==> src/rtl/adder_pkg.sv <==
// Shared types and helpers for the digit-serial adder: FSM encoding, counter sizing
// and an elaboration-time guard on the WIDTH/DIGIT combination.
`ifndef ADDER_PKG_SV
`define ADDER_PKG_SV

// Expands to a generate-if that stops elaboration on an unusable geometry.
`define ADDER_PARAM_CHECK(W, D) \
    if (((W) < 2) || ((D) < 1) || ((D) > (W)) || (((W) % (D)) != 0)) begin : g_param_error \
        $error("digit_serial_adder: WIDTH must be >= 2 and DIGIT must divide WIDTH"); \
    end

package adder_pkg;

    typedef enum logic [1:0] {
        IDLE = 2'd0,
        RUN  = 2'd1,
        DONE = 2'd2
    } state_t;

    // Ceiling log2, never below 1 so a single-digit counter still has a bit.
    function automatic int clog2(input int n);
        int r;
        r = 0;
        while ((1 << r) < n) begin
            r++;
        end
        return (r < 1) ? 1 : r;
    endfunction

endpackage

`endif

==> src/rtl/digit_adder.sv <==
// Combinational ripple of DIGIT full adders; also exposes the carry into the top bit
// so the caller can form the two's-complement overflow flag.
module digit_adder #(
    parameter int DIGIT = 2
) (
    input  logic [DIGIT-1:0] a,
    input  logic [DIGIT-1:0] b,
    input  logic             c_in,
    output logic [DIGIT-1:0] s,
    output logic             c_out,
    output logic             c_msb_in
);

    logic [DIGIT:0] c;

    assign c[0] = c_in;

    for (genvar gi = 0; gi < DIGIT; gi++) begin : g_fa
        assign s[gi]   = a[gi] ^ b[gi] ^ c[gi];
        assign c[gi+1] = (a[gi] & b[gi]) | (c[gi] & (a[gi] ^ b[gi]));
    end

    assign c_out    = c[DIGIT];
    assign c_msb_in = c[DIGIT-1];

endmodule

==> src/rtl/digit_serial_adder.sv <==
// Multi-cycle adder/subtractor: processes DIGIT bits per clock, LSB digit first,
// with valid/ready handshakes on both the operand and result sides.
module digit_serial_adder
    import adder_pkg::*;
#(
    parameter int WIDTH = 8,
    parameter int DIGIT = 2
) (
    input  logic             clk,
    input  logic             rst_n,
    input  logic             in_valid,
    output logic             in_ready,
    input  logic [WIDTH-1:0] a,
    input  logic [WIDTH-1:0] b,
    input  logic             cin,
    input  logic             sub,
    output logic             out_valid,
    input  logic             out_ready,
    output logic [WIDTH-1:0] sum,
    output logic             cout,
    output logic             ovf
);

    localparam int            NDIG = WIDTH / DIGIT;
    localparam int            CW   = clog2(NDIG);
    localparam logic [CW-1:0] LAST = CW'(NDIG - 1);

    `ADDER_PARAM_CHECK(WIDTH, DIGIT)

    state_t           state_q, state_d;
    logic [CW-1:0]    cnt_q, cnt_d;
    logic [WIDTH-1:0] a_q, a_d;
    logic [WIDTH-1:0] b_q, b_d;
    logic [WIDTH-1:0] sum_q, sum_d;
    logic             carry_q, carry_d;
    logic             cout_q, cout_d;
    logic             ovf_q, ovf_d;

    logic [DIGIT-1:0] dig_s;
    logic             dig_cout;
    logic             dig_cmsb;
    logic [WIDTH-1:0] sum_shift;
    logic             accept;

    digit_adder #(.DIGIT(DIGIT)) u_digit (
        .a        (a_q[DIGIT-1:0]),
        .b        (b_q[DIGIT-1:0]),
        .c_in     (carry_q),
        .s        (dig_s),
        .c_out    (dig_cout),
        .c_msb_in (dig_cmsb)
    );

    // Each new digit enters at the MSB end, so after NDIG steps the result is aligned.
    if (DIGIT == WIDTH) begin : g_single_digit
        assign sum_shift = dig_s;
    end else begin : g_multi_digit
        assign sum_shift = {dig_s, sum_q[WIDTH-1:DIGIT]};
    end

    assign accept = in_valid && in_ready;

    always_ff @(posedge clk or negedge rst_n) begin
        if (!rst_n) begin
            state_q <= IDLE;
        end else begin
            state_q <= state_d;
        end
    end

    always_comb begin
        state_d = state_q;
        case (state_q)
            IDLE:    if (accept)         state_d = RUN;
            RUN:     if (cnt_q == LAST)  state_d = DONE;
            DONE:    if (out_ready)      state_d = IDLE;
            default:                     state_d = IDLE;
        endcase
    end

    always_comb begin
        in_ready  = (state_q == IDLE);
        out_valid = (state_q == DONE);
    end

    always_comb begin
        a_d     = a_q;
        b_d     = b_q;
        sum_d   = sum_q;
        carry_d = carry_q;
        cnt_d   = cnt_q;
        cout_d  = cout_q;
        ovf_d   = ovf_q;
        case (state_q)
            IDLE: begin
                if (accept) begin
                    // Subtraction is a + ~b + 1; cin is ignored in that mode.
                    a_d     = a;
                    b_d     = b ^ {WIDTH{sub}};
                    carry_d = sub ? 1'b1 : cin;
                    cnt_d   = '0;
                end
            end
            RUN: begin
                a_d     = a_q >> DIGIT;
                b_d     = b_q >> DIGIT;
                sum_d   = sum_shift;
                carry_d = dig_cout;
                cnt_d   = cnt_q + CW'(1);
                if (cnt_q == LAST) begin
                    cout_d = dig_cout;
                    ovf_d  = dig_cmsb ^ dig_cout;
                end
            end
            default: ;
        endcase
    end

    always_ff @(posedge clk or negedge rst_n) begin
        if (!rst_n) begin
            a_q     <= '0;
            b_q     <= '0;
            sum_q   <= '0;
            carry_q <= 1'b0;
            cnt_q   <= '0;
            cout_q  <= 1'b0;
            ovf_q   <= 1'b0;
        end else begin
            a_q     <= a_d;
            b_q     <= b_d;
            sum_q   <= sum_d;
            carry_q <= carry_d;
            cnt_q   <= cnt_d;
            cout_q  <= cout_d;
            ovf_q   <= ovf_d;
        end
    end

    assign sum  = sum_q;
    assign cout = cout_q;
    assign ovf  = ovf_q;

endmodule

==> config.mk <==
export PLATFORM = sky130hd
export DESIGN_NAME = digit_serial_adder
export DESIGN_NICKNAME = d
export VERILOG_FILES = /design/src/rtl/adder_pkg.sv /design/src/rtl/digit_adder.sv /design/src/rtl/digit_serial_adder.sv
export SDC_FILE = /design/constraint.sdc
export NUM_CORES = 1
export LEC_CHECK = 0
export ABC_AREA = 1
export ABC_CLOCK_PERIOD_IN_PS = 2400
export BUFFER_PORTS_ARGS = -buffer_cell sky130_fd_sc_hd__buf_2
export CORE_MARGIN = 4
export CORE_UTILIZATION = 55
export CTS_BUF_LIST = sky130_fd_sc_hd__clkbuf_2 sky130_fd_sc_hd__clkbuf_4 sky130_fd_sc_hd__clkbuf_8
export CTS_CLUSTER_SIZE = 8
export DETAILED_ROUTE_END_ITERATION = 8
export GPL_TIMING_DRIVEN = 0
export PLACE_DENSITY = 0.91
export REMOVE_ABC_BUFFERS = 1
export SKIP_LAST_GASP = 1
export SLEW_MARGIN = 20
export SYNTH_ARGS = -nofsm -noshare
export SYNTH_HDL_FRONTEND = slang
export SYNTH_HIERARCHICAL = 1
export SYNTH_SLANG_ARGS = --single-unit
==> constraint.sdc <==
create_clock -name clk -period 2.4 [get_ports clk]
set_clock_uncertainty 0.2 [all_clocks]
set_input_delay 0.48 -clock clk [delete_from_list [all_inputs] [get_ports clk]]
set_output_delay 0.48 -clock clk [all_outputs]
set_load 0.005 [all_outputs]
Word-level counts from Yosys, hierarchy flattened
Index checks and enable logic that the tools add are counted.
{"block": "totals", "in_bits": 22, "romBits": 0, "mem_count": 0, "output_inout_bits": 12, "ram_bits": 0, "word_cells": 46, "register_bits": 31, "latch_bits": 0}
{"block": "classes", "add_sub_neg": 1, "bitwise": 12, "reduce_logical": 6, "shift": 0, "div": 0, "mux": 13, "n_lt_le_gt_ge": 0, "eq_ne": 6, "n_mul": 0}
{"cell": "case mux 8 bit (2 select lines)", "n": 2}
{"cell": "two-way mux 8 bit", "n": 2}
{"cell": "two-way mux 2 bit", "n": 4}
{"cell": "bitwise XOR 8 bit", "n": 1}
{"cell": "case mux 2 bit (3 select lines)", "n": 1}
{"cell": "bitwise XOR 1 bit", "n": 5}
{"cell": "bitwise AND 1 bit", "n": 4}
{"cell": "== test 2 bit (second input constant)", "n": 2}
{"cell": "inequality test 2 x 1 -> 1 bit (second input constant)", "n": 2}
{"cell": "case mux 2 bit (2 select lines)", "n": 1}
{"cell": "AND reduction 2 bit", "n": 2}
{"cell": "AND reduction 3 bit", "n": 1}
{"cell": "adder 2 x 1 -> 2 bit (second input constant)", "n": 1}
{"cell": "== test 2 x 1 -> 1 bit (second input constant)", "n": 1}
{"cell": "zero test 2 bit", "n": 1}
{"cell": "two-way mux 1 bit", "n": 2}
{"cell": "inequality test 2 bit (second input constant)", "n": 1}
{"cell": "bitwise OR 1 bit", "n": 2}
{"cell": "case mux 1 bit (2 select lines)", "n": 1}
{"cell": "nonzero test 2 bit", "n": 1}
{"cell": "logical AND 1 bit", "n": 1}

Logic depth before layout (Yosys ltp)
Gate-level depths: netlist of run 1.
{"block": "logic_depth", "ltp_word": 6, "mapped_depth": 6, "mapped_depth_nobuf": 6}

Hierarchy
The synthesis of run 1 kept the hierarchy.
{"module": "digit_serial_adder", "seq_area_each_um2": 775.7, "area_per_inst_um2": 1453.9, "cells_per_inst": 181, "n_inst": 1}
{"module": "digit_adder", "seq_area_each_um2": 0.0, "area_per_inst_um2": 40.0, "cells_per_inst": 2, "n_inst": 1}

Worst setup path before layout of run 1
OpenSTA, ideal clock, no wires.
{"block": "synth_timing", "path_kind": "register to register", "start": "register a_q[0]", "end": "register carry_q", "path_stages_with_launch": 7, "arrival_time_ns": 1.495, "setup_time_ns": 0.117, "setup_slack_ns": 0.587, "t_required_ns": 2.083, "synth_period_minus_slack_ns": 1.813, "path_cell_list": "dfrtp_1 -> fa_1 -> fa_1 -> inv_1 -> nand3_1 -> nand3_1 -> nand2_1"}
{"block": "synth_between", "elab_chain_cells": 6, "word_cells_on_any_way": 7, "classes_between": "1 x mux; 6 x bitwise"}
{"element": "from (decl)", "line_no": "digit_serial_adder.sv:32", "rtl": "logic [WIDTH-1:0] a_q, a_d;"}
{"element": "from (signal assigned)", "line_no": "digit_serial_adder.sv:121", "rtl": "a_q <= '0;"}
{"element": "from (signal assigned)", "line_no": "digit_serial_adder.sv:129", "rtl": "a_q <= a_d;"}
{"element": "bitwise XOR 1 bit", "line_no": "digit_adder.sv:20", "rtl": "assign c[gi+1] = (a[gi] & b[gi]) | (c[gi] & (a[gi] ^ b[gi]));"}
{"element": "bitwise AND 1 bit", "line_no": "digit_adder.sv:20"}
{"element": "bitwise OR 1 bit (*)", "line_no": "digit_adder.sv:20"}
{"element": "via dig_cmsb", "line_no": "digit_serial_adder.sv:41", "rtl": "logic dig_cmsb;"}
{"element": "bitwise AND 1 bit (*)", "line_no": "digit_adder.sv:20"}
{"element": "bitwise OR 1 bit (*)", "line_no": "digit_adder.sv:20"}
{"element": "via dig_cout", "line_no": "digit_serial_adder.sv:40", "rtl": "logic dig_cout;"}
{"element": "case mux 1 bit (2 select lines) (*)", "line_no": "digit_serial_adder.sv:94", "rtl": "case (state_q)"}
{"element": "to (signal assigned)", "line_no": "digit_serial_adder.sv:132", "rtl": "carry_q <= carry_d;"}
{"element": "to (decl)", "line_no": "digit_serial_adder.sv:35", "rtl": "logic carry_q, carry_d;"}
The timed path passes the listed nets; every way through them passes the cells marked *.
A chain may end at the register's enable or synchronous reset.

Worst setup path after layout of run 1
{"block": "layout_timing", "start": "register state_q[0]", "end": "output port in_ready"}
{"block": "layout_between", "elab_chain_cells": 1}
{"element": "from (decl)", "line_no": "digit_serial_adder.sv:30", "rtl": "state_t state_q, state_d;"}
{"element": "from (signal assigned)", "line_no": "digit_serial_adder.sv:67", "rtl": "state_q <= state_d;"}
{"element": "zero test 2 bit", "line_no": "digit_serial_adder.sv:82", "rtl": "in_ready = (state_q == IDLE);"}
{"element": "to (decl)", "line_no": "digit_serial_adder.sv:12", "rtl": "output logic in_ready,"}
No other way between the ends.

==> reports/qor.txt, run 1 <==
Clock Sinks: 31
Most common cell after layout, fill and taps aside: nand2_1
Syn. warnings: 6
Register bit total from synthesis: 31
Ports: 34
IO Port Bufs: 33
CTS buffer count: 5
Worst-skew pair later-pin latency: 0.32 ns
Gpl congestion: 0.780
Die X: 60.1 um
R2r endpoint: b_q[4]
Mapped Cells: 183
Reg-to-Reg Start: state_q[1]
Worst EP required: 1.72 ns
Clock Path Buffers: 2
Critical Path Start Type: flip-flop
Starting Density: 59.2%
Diodes inserted: 0
Hold EP: a_q[7]
Initial antenna violation count: 0
Final hold vios: 0
CTS tree: yes
Die footprint: 3610 um2
Largest net degree at the start of global routing: 32
Worst slew pin tran: 0.923 ns
Sw Pwr: 0.000827 W
Core area: 2520 um2
Final-stage net count: 240
Max-Cap Viols: 0
Sw Share: 41.5%
First-pass GRT wire length: 4.92 mm
Hold_sp: a[7]
Top-area cell type share of the netlist area: 51.9%
WL/cell: 11.7 um
Pwr Density: 1170 nW/um2
Worst Path Arrival: 1.38 ns
Seq/Total Area, Yosys: 51.9%
Hold crit path type: input port to flip-flop
Run status: finished, final reports clean
Pwr Total: 0.00199 W
Post-Syn Area: 1490 um2
Combinational share of power: 41.8%
Reg2reg setup slack: 0.48 ns
Via density per instance: 5.20
Initial DRC count: 56
Reg power frac: 44.5%
Row cnt: 18
DRT Wirelength: 2.85 mm
H-Tree Depth: 2
Largest cells by area after synthesis: dfrtp_1 52%, nand2_1 16%, nand3_1 13%
Post-synth cell types: 16
P_leak: 0.944 nW
Final Max Tran Viols: 0
Commonest cells after routing, fill and taps aside: 65 x nand2_1, 38 x nand3_1, 33 x buf_2
Gr usage total: 18.3%
Cell taking the most area after synthesis: dfrtp_1
CP Class: flip-flop to primary output
Vias in the first global route: 1143
Layout cells sized above 1: 19.6%
Average size of a mapped cell: 8.16 um2
Setup violators final: 0
Power Internal: 0.00117 W
VDD IR max: 0.828 mV
DRC: 0
DR vias: 1270
Worst setup EP type: primary output
Worst-path clk slew: 0.09 ns
Max Clock Freq: 0.486 GHz
Slew headroom: 38.3%
Fin crit share: 85.7%
Die Span Y: 60.1 um
Unrepaired setup endpoints after global routing: no
DR pass1 iterations: 5
Clk network pwr share: 13.7%
Root buffer cell: clkbuf_4
Setup TNS Final: 0 ns
Cells on worst reg2reg path: 5
Area grow syn2layout: 13.9%
Post-DRT Antenna Nets: 0
Min cycle time layout: 2.06 ns
Worst-path maximum fanout: 7
HPWL Detailed: 2.04 mm
Grt ovf: 0
Worst Hold Depth: 3
-- per-layer routing --
metal | vias to the layer above | wire length [um] | GRT usage, %
met5 | - | 0 | 0
li1 | 644 | - | -
met4 | 0 | 68 | 8.86
met2 | 45 | 1340 | 29.5
met1 | 575 | 1220 | 22.2
met3 | 6 | 227 | 5.62
-- worst max-delay path by stage --
stage | from | endpoint
2_1_floorplan | a_q[0] | carry_q
3_3_place_gp | in_valid | b_q[1]
3_5_place_dp | in_valid | b_q[4]
4_1_cts | state_q[0] | in_ready
5_1_grt | state_q[0] | in_ready
6_report | state_q[0] | in_ready
-- stage by stage --
| stage | setup slack [ns] | utilization [%] | instance area [um2] | cells | hold slack, ns |
|---|---|---|---|---|---|
| after detailed placement | 0.357 | 65.3 | 1650 | 237 | 0.261 |
| final | 0.344 | 67.5 | 1700 | 244 | 0.145 |
| after global routing | 0.219 | 67.5 | 1700 | 244 | 0.153 |
| after CTS | 0.342 | 67.5 | 1700 | 244 | 0.134 |
| after floorplan | 0.580 | - | 1440 | 174 | -0.0156 |
| after global placement | 0.375 | 65.3 | 1650 | 237 | 0.263 |
-- registers in the layout (all words and copies together), names as in the netlist --
name and cells:
sum 8, ovf 1, a_q 8, carry_q 1, state_q 2, b_q 8, cout 1, cnt_q 2
-- cells in the mapped netlist --
library cell  number
o31ai_1            1
inv_1             14
nand3_1           38
buf_4              2
a21oi_1            1
nand2_1           65
nor2_2             1
ha_1               1
nor2_4             1
inv_2              1
buf_2              7
o21ai_0           10
fa_1               2
nor2_1             5
dfrtp_1           31
xor2_1             3
-- cell families (layout without fill, tap and decap cells) --
family | count (synthesis) | after routing | synth area share, %
xor+xnor | 3 | 3 | 1.76
flops | 31 | 31 | 51.9
compound gates | 12 | 12 | 4.19
fa+ha+maj | 3 | 3 | 3.52
simple gates | 110 | 110 | 31.5
buf+inv | 24 | 55 | 7.12
-- layout make-up --
class / count / area (um2)
Fill cell: 233 / 821
Sequential cell: 31 / 776
Multi-Input combinational cell: 128 / 612
Timing Repair Buffer: 34 / 175
Inverter: 15 / 56.3
Clock buffer: 6 / 45.0
Tap cell: 30 / 37.5
-- worst max-delay path: stages (launching register included) --
cell     delay, ns
dfrtp_1       0.46
nor2_1        0.39
buf_2         0.20
-- what timing repair did --
item / in CTS / in global routing
buffers inserted: 0 / 0
endpoints found under the hold margin: 23 / 0
resized for setup: 0 / 0
hold buffers: 1 / 0
-- power groups by stage --
stage	Clock [W]	Combinational (W)	Sequential (W)
after floorplan	0	0.000565	0.000883
after global placement	0	0.000806	0.000887
after detailed placement	0	0.000834	0.000900
after CTS	0.000279	0.000839	0.000890
after global routing	0.000295	0.000959	0.000916
final	0.000273	0.000834	0.000887
No activity file was read; power rests on OpenSTA's default activity.
==> run 2, diff against run 1 <==
CORE_MARGIN = 2   (was 4)
==> run 2 against run 1 <==
Compared with the run above: via count is 0.47% lower; power is 0.80% higher; maximum frequency is 1.2% lower.
==> reports/qor.txt, run 2 (synthesis gave the netlist of run 1 again) <==
Run status: finished, final reports clean
Hold_sp: out_ready
HPWL Detailed: 1.97 mm
Die X: 56.1 um
Crit path from: state_q[0]
Setup TNS Final: 0 ns
DR vias: 1264
Row cnt: 18
Final-stage net count: 240
Critical Path Start Type: flip-flop
Initial DRC count: 43
P_leak: 0.951 nW
Place WS: 0.340 ns
Power Internal: 0.00116 W
Die Span Y: 56.1 um
First-pass GRT wire length: 5.24 mm
Gates resized, CTS repair: 0
Clock Path Buffers: 2
Root buffer cell: clkbuf_4
Setup violators final: 0
GR Util met2: 35.3%
Max-Cap Viols: 0
Core area: 2520 um2
Area grow syn2layout: 14.4%
CP Class: flip-flop to primary output
VDD IR max: 0.868 mV
Worst EP required: 1.72 ns
Worst slew pin tran: 0.903 ns
Max Clock Freq: 0.481 GHz
Post-DRT Antenna Nets: 0
Combinational share of power: 41.4%
CTS tree: yes
Area of the multi-input gates: 612 um2
Worst-path maximum fanout: 7
Hold crit path type: input port to flip-flop
Worst Hold Depth: 2
Final hold vios: 0
Layout cells sized above 1: 20.4%
Worst-path clk slew: 0.09 ns
Unrepaired setup endpoints after global routing: no
Met1 usage: 25.9%
Starting Density: 59.2%
Final Max Tran Viols: 0
FF/Latch Area: 776 um2
Reg2reg setup slack: 0.45 ns
Min cycle time layout: 2.08 ns
CTS buffer count: 5
Largest net degree at the start of global routing: 32
Gpl congestion: 0.787
Most common cell after layout, fill and taps aside: nand2_1
Sw Share: 42.3%
Worst setup EP type: primary output
GR Util met3: 6.51%
DRT Wirelength: 2.90 mm
DR pass1 iterations: 4
Die footprint: 3150 um2
Clk network pwr share: 14.3%
# placed instances: 237
Fin crit share: 86.7%
Worst Slack Setup Final: 0.319 ns
H-Tree Depth: 2
Fill count: 237
Hold EP: state_q[1]
Clock Sinks: 31
Pwr Density: 1180 nW/um2
Worst Path Arrival: 1.40 ns
Most Crowded Layer GR: met2
Commonest cells after routing, fill and taps aside: 65 x nand2_1, 38 x nand3_1, 33 x buf_2
Cells on worst reg2reg path: 6
Post-CTS Setup Bufs: 0
Final Non-Filler Cells: 246
Diodes inserted: 0
Grt ovf: 0
Slew headroom: 39.6%
Reg power frac: 44.3%
WL/cell: 11.8 um
Vias in the first global route: 1245
Initial antenna violation count: 0
Sw Pwr: 0.000850 W
Via density per instance: 5.14
Gr usage total: 21.6%
IO Port Bufs: 33
Worst-skew pair later-pin latency: 0.33 ns
Ports: 34
Reg-to-Reg Start: a_q[0]
DRC: 0
R2r endpoint: carry_q
run 2: cell types whose count changed in the layout (fill, tap and decap cells not counted), sizes merged:
cell,change
clkbuf,-1
clkinv,+3
run 2: final cells by class:
cell class                      count  share of cell area [%]
Clock inverter                      3                   0.878
Inverter                           15                    3.29
Multi-Input combinational cell    128                    35.8
Tap cell                           30                    2.20
Sequential cell                    31                    45.4
Clock buffer                        5                    2.20
Timing Repair Buffer               34                    10.2
run 2: layer usage:
| layer | wire length [um] | vias to the layer above | part of all wire [%] |
|---|---|---|---|
| met5 | 0 | - | 0 |
| met4 | 44 | 0 | 1.5 |
| met3 | 215 | 5 | 7.4 |
| met2 | 1390 | 51 | 48 |
| met1 | 1250 | 563 | 43 |
| li1 | - | 645 | - |
run 2: power groups by stage:
stage	Sequential (W)	Clock [W]	Combinational [W]
2_1_floorplan	0.000883	0	0.000565
3_3_place_gp	0.000887	0	0.000806
3_5_place_dp	0.000898	0	0.000836
4_1_cts	0.000890	0.000299	0.000841
5_1_grt	0.000922	0.000327	0.000980
6_report	0.000890	0.000288	0.000832
run 2: worst max path at each step:
stage / to / cells after the start
global placement: b_q[0] / 5
CTS: in_ready / 2
detailed placement: b_q[5] / 5
finish: in_ready / 2
global route: in_ready / 2
floorplan: carry_q / 6
run 2: worst max-delay path: stages, from the launching register on:
cell,delay [ns]
dfrtp_1,0.46
nor2_1,0.41
buf_2,0.20
run 2: metrics by stage:
step,hold slack [ns],cell area [um2],power [W],util [%]
finish,0.125,1710,0.00201,67.8
global route,0.106,1710,0.00223,67.8
CTS,0.102,1710,0.00203,67.8
detailed placement,0.266,1650,0.00173,65.3
global placement,0.262,1650,0.00169,65.3
floorplan,-0.0156,1440,0.00145,-
run 2: repair_timing:
action                     4_1_cts  5_1_grt
setup endpoints to repair        0        0
hold endpoints to repair        31        0
hold buffers                     1        0
